`src/rtl/serial_adder_arbiter.sv`:
```
// Round-robin arbiter that shares one bit-serial adder among NUM_REQ requesters:
// operands are shifted out LSB-first and the serial sum is reassembled into a tagged response.
module serial_adder_arbiter #(
    parameter int DATA_WIDTH = 16,
    parameter int NUM_REQ    = 4,
    localparam int ID_W      = $clog2(NUM_REQ)
) (
    input  logic                            i_clk,
    input  logic                            i_rst,
    input  logic                            i_en,
    input  logic [NUM_REQ-1:0]              i_req_valid,
    output logic [NUM_REQ-1:0]              o_req_ready,
    input  logic [NUM_REQ*DATA_WIDTH-1:0]   i_req_a,
    input  logic [NUM_REQ*DATA_WIDTH-1:0]   i_req_b,
    output logic                            o_rsp_valid,
    input  logic                            i_rsp_ready,
    output logic [DATA_WIDTH-1:0]           o_rsp_sum,
    output logic                            o_rsp_cout,
    output logic [ID_W-1:0]                 o_rsp_id,
    output logic                            o_add_en,
    output logic                            o_add_valid,
    output logic                            o_add_din_a,
    output logic                            o_add_din_b,
    input  logic                            i_add_ready,
    input  logic                            i_add_valid,
    input  logic                            i_add_sum,
    input  logic                            i_add_cout,
    output logic                            o_add_ready,
    output logic                            o_busy
);
    localparam int unsigned      NREQ      = NUM_REQ;
    localparam int               CNT_W     = $clog2(DATA_WIDTH) + 1;
    localparam logic [CNT_W-1:0] LAST_BEAT = CNT_W'(DATA_WIDTH - 1);

    typedef enum logic [1:0] {IDLE, SEND, RECV, RESP} state_t;

    state_t                 state_q, state_d;
    logic [ID_W-1:0]        ptr_q, ptr_d, id_q, id_d, gnt_idx;
    logic [DATA_WIDTH-1:0]  a_q, a_d, b_q, b_d, sum_q, sum_d, a_sel, b_sel;
    logic                   cout_q, cout_d;
    logic [CNT_W-1:0]       cnt_q, cnt_d;
    logic                   gnt_found, run, grant, in_xfer, out_xfer, rsp_done, last_beat;
    logic [NUM_REQ-1:0]     req_sh;
    int unsigned            cand;

    // Reset also masks the enable so no handshake or grant can fire while it is asserted.
    assign run       = i_en & ~i_rst;
    assign last_beat = (cnt_q == LAST_BEAT);
    assign grant     = run && (state_q == IDLE) && gnt_found;
    assign in_xfer   = run && (state_q == SEND) && i_add_ready;
    assign out_xfer  = run && (state_q == RECV) && i_add_valid;
    assign rsp_done  = run && (state_q == RESP) && i_rsp_ready;

    always_comb begin
        gnt_found = 1'b0;
        gnt_idx   = '0;
        cand      = 0;
        req_sh    = '0;
        for (int unsigned i = 0; i < NREQ; i++) begin
            cand = 32'(ptr_q) + i;
            if (cand >= NREQ) cand = cand - NREQ;
            req_sh = i_req_valid >> cand;
            if (!gnt_found && req_sh[0]) begin
                gnt_found = 1'b1;
                gnt_idx   = ID_W'(cand);
            end
        end
    end

    assign a_sel = i_req_a[32'(gnt_idx) * DATA_WIDTH +: DATA_WIDTH];
    assign b_sel = i_req_b[32'(gnt_idx) * DATA_WIDTH +: DATA_WIDTH];

    always_ff @(posedge i_clk or posedge i_rst) begin
        if (i_rst) state_q <= IDLE;
        else       state_q <= state_d;
    end

    always_comb begin
        state_d = state_q;
        unique case (state_q)
            IDLE: if (grant)                 state_d = SEND;
            SEND: if (in_xfer && last_beat)  state_d = RECV;
            RECV: if (out_xfer && last_beat) state_d = RESP;
            RESP: if (rsp_done)              state_d = IDLE;
            default:                         state_d = IDLE;
        endcase
    end

    always_comb begin
        o_req_ready = '0;
        if (grant) o_req_ready = NUM_REQ'(1) << gnt_idx;
        o_add_valid = run && (state_q == SEND);
        o_add_ready = run && (state_q == RECV);
        o_rsp_valid = (state_q == RESP);
        o_busy      = (state_q != IDLE);
    end

    always_comb begin
        a_d    = a_q;
        b_d    = b_q;
        sum_d  = sum_q;
        cout_d = cout_q;
        id_d   = id_q;
        ptr_d  = ptr_q;
        cnt_d  = cnt_q;
        if (grant) begin
            a_d    = a_sel;
            b_d    = b_sel;
            sum_d  = '0;
            cout_d = 1'b0;
            id_d   = gnt_idx;
            ptr_d  = (gnt_idx == ID_W'(NUM_REQ - 1)) ? '0 : gnt_idx + 1'b1;
            cnt_d  = '0;
        end
        if (in_xfer) begin
            a_d   = a_q >> 1;
            b_d   = b_q >> 1;
            cnt_d = last_beat ? '0 : cnt_q + 1'b1;
        end
        if (out_xfer) begin
            // Shifting in from the MSB lands beat n at sum[n] after the full word.
            sum_d = {i_add_sum, sum_q[DATA_WIDTH-1:1]};
            cnt_d = last_beat ? '0 : cnt_q + 1'b1;
            if (last_beat) cout_d = i_add_cout;
        end
    end

    always_ff @(posedge i_clk or posedge i_rst) begin
        if (i_rst) begin
            a_q    <= '0;
            b_q    <= '0;
            sum_q  <= '0;
            cout_q <= 1'b0;
            id_q   <= '0;
            ptr_q  <= '0;
            cnt_q  <= '0;
        end else begin
            a_q    <= a_d;
            b_q    <= b_d;
            sum_q  <= sum_d;
            cout_q <= cout_d;
            id_q   <= id_d;
            ptr_q  <= ptr_d;
            cnt_q  <= cnt_d;
        end
    end

    assign o_add_en    = run;
    assign o_add_din_a = a_q[0];
    assign o_add_din_b = b_q[0];
    assign o_rsp_sum   = sum_q;
    assign o_rsp_cout  = cout_q;
    assign o_rsp_id    = id_q;

endmodule

```
`config.mk`:
```
export PLATFORM = sky130hd
export DESIGN_NAME = serial_adder_arbiter
export DESIGN_NICKNAME = d
export VERILOG_FILES = /design/src/rtl/serial_adder_arbiter.sv
export SDC_FILE = /design/constraint.sdc
export NUM_CORES = 1
export LEC_CHECK = 0
export BUFFER_PORTS_ARGS = -buffer_cell sky130_fd_sc_hd__buf_2
export CORE_MARGIN = 2
export CORE_UTILIZATION = 50
export DETAILED_ROUTE_END_ITERATION = 7
export PLACE_DENSITY = 0.83
export SLEW_MARGIN = 20
export SYNTH_ARGS = -nofsm -noshare
export SYNTH_HDL_FRONTEND = slang
export SYNTH_SLANG_ARGS = --single-unit
```
`constraint.sdc`:
```
create_clock -name i_clk -period 7.4 [get_ports i_clk]
set_input_delay 1.48 -clock i_clk [delete_from_list [all_inputs] [get_ports i_clk]]
set_output_delay 1.48 -clock i_clk [all_outputs]
set_load 0.02 [all_outputs]
```
# After elaboration in Yosys (flattened, before gate mapping)

Cells that the tools add are included.

Output and inout bits: 30
Register bits: 60
Input bits: 140
Logic and storage cells: 93

Muxes and demuxes: 32
Shift operators: 7
Equal/unequal tests: 9
Bitwise logic cells: 2
Add/sub/neg operators: 9
Magnitude comparators: 4
Reductions and logical operators: 22

Operator list:

| kind                  | number |
|---|---|
| $mux W32              | 4 |
| $shiftx A64 B7 Y16    | 2 |
| $shr A4 B32 Y1        | 4 |
| $mux W16              | 6 |
| $mux W5               | 4 |
| $mux W2               | 9 |
| $logic_and A1 B1 Y1   | 13 |
| $sub A3 B3 Y4 const B | 3 |
| $ge A3 B3 Y1 const B  | 3 |
| $pmux W2 S4           | 1 |
| $mux W1               | 7 |
| $add A2 B2 Y3 const B | 2 |
| $eq A2 B2 Y1 const B  | 3 |
| $ne A2 B2 Y1 const B  | 3 |
| $reduce_bool A2 Y1    | 3 |
| $add A5 B1 Y5 const B | 1 |
| $eq A5 B4 Y1 const B  | 1 |
| $mux W4               | 1 |
| $reduce_and A4 Y1     | 1 |
| $shl A1 B2 Y4 const A | 1 |
| $sub A2 B3 Y4 const B | 1 |
| $add A2 B1 Y3 const B | 1 |
| $ge A2 B3 Y1 const B  | 1 |
| $logic_not A1 Y1      | 3 |
| 7 further kinds       | 7 |

# Depth between registers and ports, before layout

Depth after elaboration: 17
Gate-level depth with buffers: 14
Depth with buffers taken out: 10

# Worst setup path before layout

No wires, ideal clock.

Path kind: input to output
From: input port i_req_valid[3]
To: output port o_req_ready[1]
Stages: 8
Path buffers: 2
Slack: 2.712 ns
Data arrival time: 3.208 ns
Cell sequence: mux4_2 > o21bai_1 > a22oi_1 > buf_4 > buf_4 > inv_1 > ha_1 > and2_1

Longest elaborated chain between the ends: 13
Elaborated cells between the ends (all ways): 21
Those cells by class: shift: 5; mux: 9; reduce/logical: 7

Ends and longest elaborated chain:

| item                 | line | RTL |
|---|---|---|
| start: declaration   | 11   | `input logic [NUM_REQ-1:0] i_req_valid,` |
| $shr A4 B32 Y1       | 62   | `req_sh = i_req_valid >> cand;` |
| $mux W1              | 63   | `if (!gnt_found && req_sh[0]) begin` |
| $logic_not A1 Y1     | 63   |  |
| $logic_and A1 B1 Y1  | 63   |  |
| $mux W1              | 63   |  |
| $logic_not A1 Y1     | 63   |  |
| $logic_and A1 B1 Y1  | 63   |  |
| $mux W1              | 63   |  |
| $logic_not A1 Y1     | 63   |  |
| $logic_and A1 B1 Y1  | 63   |  |
| $mux W2 (*)          | 63   |  |
| named net gnt_idx[0] | 38   | `logic [ID_W-1:0] ptr_q, ptr_d, id_q, id_d, gnt_idx;` |
| $shl A1 B2 Y4 (*)    | 91   | `if (grant) o_req_ready = NUM_REQ'(1) << gnt_idx;` |
| $mux W4 (*)          | 91   |  |
| end: declaration     | 12   | `output logic [NUM_REQ-1:0] o_req_ready,` |

Mark *: on every way through the listed nets, which the timed path passes. The rest lies on a longest branch.

# Worst setup path in the final report

From: register ptr_q[0]
To: output port o_req_ready[0]

Longest elaborated chain between the ends: 15
Elaborated cells between the ends (all ways): 36
Those cells by class: add/sub: 7; order compare: 4; shift: 5; mux: 13; reduce/logical: 7

Ends and longest elaborated chain:

| item                                                   | line | RTL |
|---|---|---|
| start: declaration                                     | 38   |  |
| start signal: assignment                               | 143  | `ptr_q <= ptr_d;` |
| branches (longest 14 deep; another with $sub A3 B3 Y4) | n/a  |  |
| $mux W4 (*)                                            | 91   |  |

Every way passes the cells marked *.

==> summary.md <==
| Metric | Value |
|---|---|
| Run status | complete, no violations |
| Detailed router's first-iteration violation count | 254 |
| Critical path origin | ptr_q[0] |
| Maximum buffer depth of the clock tree | 2 |
| Number of synthesized register bits | 60 |
| Post-cts sizing count | 0 |
| Net Count, Synth | 569 |
| Static Leak | 2.76 nW |
| Worst-skew pair later-pin latency | 0.33 ns |
| Starting density of the core | 0.517 |
| Cell Area, Synth | 4000 um^2 |
| CTS Hold Bufs | 0 |
| Critical path cell sequence | inv_1 -> ha_1 -> a21bo_2 -> o22ai_1 -> o311a_1 -> and2_1 -> buf_2 |
| Synthesized-area fraction occupied by xor and xnor cells | 0 |
| Weighted congestion reported at the end of routability-driven placement | 0.863 |
| Post-DR wirelength/cell | 15.6 um |
| Met1 wire length | 4.37 mm |
| Critical setup path kind | reg2out |
| Area added between synthesis and finish | 27.3% |
| Wire length after detailed routing | 10.5 mm |
| Slew at the pin closest to its max-slew limit | 1.04 ns |
| Number of violations of the max-capacitance limit | 0 |
| Share of the cycle needed by the critical path after routing | 0.689 |
| Total number of vias | 3791 |
| Post-layout utilization of the core | 0.659 |
| Asr flop ratio synth | 1.00 |
| Distinct cell type count of the synthesized netlist | 50 |
| DRC violation count after routing | 0 |
| Leading cell types in the layout, fill and taps excluded | sky130_fd_sc_hd__buf_2, sky130_fd_sc_hd__mux2i_1, sky130_fd_sc_hd__dfrtp_1 |
| # Post-CTS Setup Buffers | 0 |
| Worst min-delay path class | reg2reg |
| Kind of cell adding the most delay to the critical path | compound AO/OA/AOI/OAI gates |
| Worst Skew | 0.00975 ns |
| TritonCTS clock tree | done |
| RSZ-0062 raised after global routing | false |
| Fin crit period | 5.10 ns |
| Crit path required time | 5.92 ns |
| Antenna violation net count after detailed routing | 0 |
| Slowest Stage Delay on Critical Path | 0.76 ns |
| Type of origin of the critical path | register |
| Area share of the largest cell type after synthesis | 0.375 |
| Num CTS Buffers | 9 |
| Setup-failing EPs final | 0 |
| Sequential-to-total area share from yosys stat | 0.375 |
| Worst voltage drop across the vdd grid | 170 uV |
| Fraction of the mapped netlist area in compound gates | 0.199 |
| DR WL met3 | 548 um |
| Peak fanout along the critical path | 28 |
| Synth Warn # | 0 |
| Crit path arrival time | 3.62 ns |
| Top metal layer carrying routed signals | met4 |
| Placed wire-length estimate after detailed placement | 7.55 mm |
| All-Layer GR Usage | 0.237 |
| Routed wire length on met2 | 5.47 mm |
| Core outline area | 7730 um^2 |
| Clock input transition at the sequential cells of the worst setup and hold paths | 0.07 ns |
| R2r startpoint | ptr_q[0] |
| Overall die area | 8730 um^2 |
| Share of cells above drive strength 1 | 0.351 |
| Count of clock tree sinks | 60 |
| Wire length of the first global-routing pass | 16.5 mm |
| Crit path max-delay cell type | sky130_fd_sc_hd__o311a_1 |
| Largest net degree at the start of global routing | 62 |
| Main combinational cell family by area after synthesis | compound AO/OA/AOI/OAI gates |
| Top-Level Pins | 170 |
| Count of port buffers added during placement | 169 |
| Simple-Gate Fraction of Synth Area | 0.145 |
| Leading cell type in the layout, fill and taps excluded | sky130_fd_sc_hd__buf_2 |
| Filler instances | 638 |
| Net total in the final layout | 720 |
| Clock tree root buffer cell | sky130_fd_sc_hd__clkbuf_8 |
| Post-synthesis area per instance | 9.61 um^2 |
| CTS H-Tree Depth | 3 |
| Number of cell rows | 32 |
| Number of flops mapped to enable cells by yosys | 0 |
| Max transition margin | 0.305 |
| Main area contributors after synthesis | sky130_fd_sc_hd__dfrtp_1, sky130_fd_sc_hd__mux2i_1, sky130_fd_sc_hd__o221ai_1 |
| Power density over the cells | 379 nW/um^2 |
| Vias in the first global route | 3670 |
| Antenna diode count | 0 |
| Post-synthesis adder-cell area fraction | 0.0407 |
| Cell taking the most area after synthesis | sky130_fd_sc_hd__dfrtp_1 |
| Antenna violations before repair | 0 |
| Final Hold Violating Endpoints | 0 |
| Syn Inst Count | 416 |
| Most common flop cell mapped by yosys | sky130_fd_sc_hd__dfrtp_1 |
| Hold Startpoint | a_q[10] |
| Via density per instance | 5.62 |
| Achievable clock frequency | 196 MHz |
| Bufs and invs on worst path | 2 |
| Pre-antenna DRT Iters | 4 |
| GRT overflow | 0 |
| Post-synthesis mux area share | 0.185 |
| Crit path capture type | output pin |
| Final-report max-slew violation count | 0 |
| TNS Setup | 0 ns |
| Width of the die | 93.4 um |
| Die Y-Extent | 93.4 um |
synth_stat cells, types with 2 or more instances:
master / count
sky130_fd_sc_hd__dfrtp_1: 60
sky130_fd_sc_hd__and3_1: 32
sky130_fd_sc_hd__ha_1: 13
sky130_fd_sc_hd__nand3_1: 7
sky130_fd_sc_hd__and2_1: 7
sky130_fd_sc_hd__mux2_2: 2
sky130_fd_sc_hd__o21ai_0: 27
sky130_fd_sc_hd__nor3b_1: 2
sky130_fd_sc_hd__mux4_2: 2
sky130_fd_sc_hd__a21oi_1: 30
sky130_fd_sc_hd__nor2_1: 11
sky130_fd_sc_hd__buf_2: 7
sky130_fd_sc_hd__nor3_1: 2
sky130_fd_sc_hd__inv_1: 10
sky130_fd_sc_hd__a211oi_1: 2
sky130_fd_sc_hd__a221o_1: 2
sky130_fd_sc_hd__mux2i_1: 67
sky130_fd_sc_hd__clkbuf_1: 13
sky130_fd_sc_hd__buf_4: 9
sky130_fd_sc_hd__a21o_1: 3
sky130_fd_sc_hd__nand2_1: 46
sky130_fd_sc_hd__o21bai_1: 2
sky130_fd_sc_hd__clkbuf_2: 2
sky130_fd_sc_hd__nand4b_1: 2
sky130_fd_sc_hd__o221ai_1: 31
sequential cells by signal (all words and copies together) (netlist names):
| name | count |
|---|---|
| o_rsp_id | 2 |
| cnt_q | 5 |
| ptr_q | 2 |
| a_q | 16 |
| o_rsp_cout | 1 |
| b_q | 16 |
| state_q | 2 |
| o_rsp_sum | 16 |
cell families after synthesis:
logic type / after synthesis
AND/OR/NAND/NOR: 115
AO/OA/AOI/OAI: 114
multiplexers: 71
flip-flops: 60
buffers and inverters: 43
adder cells (fa/ha/maj): 13
area by class of cell:
type	instances	area (um^2)	area share
timing repair buffer	173	876	0.172
tap	102	128	0.0251
clock inverter	4	95.1	0.0187
multi-input combinational	313	2300	0.451
inverter	10	37.5	0.00738
clock buffer	12	155	0.0305
sequential	60	1500	0.295
metrics by stage:
stage | total power, mW | setup WS, ns | hold slack, ns | instances | instance area [um^2]
floorplan | 1.36 | 2.71 | 0.451 | 416 | 4000
global placement | 1.53 | 2.38 | 0.470 | 658 | 4840
detailed placement | 1.56 | 2.36 | 0.479 | 658 | 4840
CTS | 1.94 | 2.31 | 0.494 | 674 | 5090
global route | 2.07 | 2.00 | 0.520 | 674 | 5090
finish | 1.93 | 2.30 | 0.490 | 674 | 5090
layer usage:
layer / GRT usage / up-vias
met5: 0 / -
met4: 0.0674 / 0
met3: 0.0435 / 11
met2: 0.415 / 123
met1: 0.300 / 1797
li1: - / 1860
final timing paths:
check,depth (start not counted),endpoint,slack (ns)
max,7,o_req_ready[0],2.30
min,2,a_q[9],0.49
max reg2reg,7,b_q[12],3.04
min reg2reg,2,a_q[9],0.49
max in group asynchronous,3,b_q[15],5.50
min in group asynchronous,3,state_q[0],1.37
tightest hold or removal path, cell delays in order (launching register included):
cell	delay, ns
sky130_fd_sc_hd__dfrtp_1	0.34
sky130_fd_sc_hd__a21oi_1	0.06
sky130_fd_sc_hd__o221ai_1	0.06
report_power, final:
| group | switching [mW] | internal (mW) |
|---|---|---|
| clock | 0.129 | 0.242 |
| combinational | 0.564 | 0.487 |
| sequential | 0.0756 | 0.431 |
| total | 0.768 | 1.16 |
Note: power is estimated with default switching activity, not from simulation.
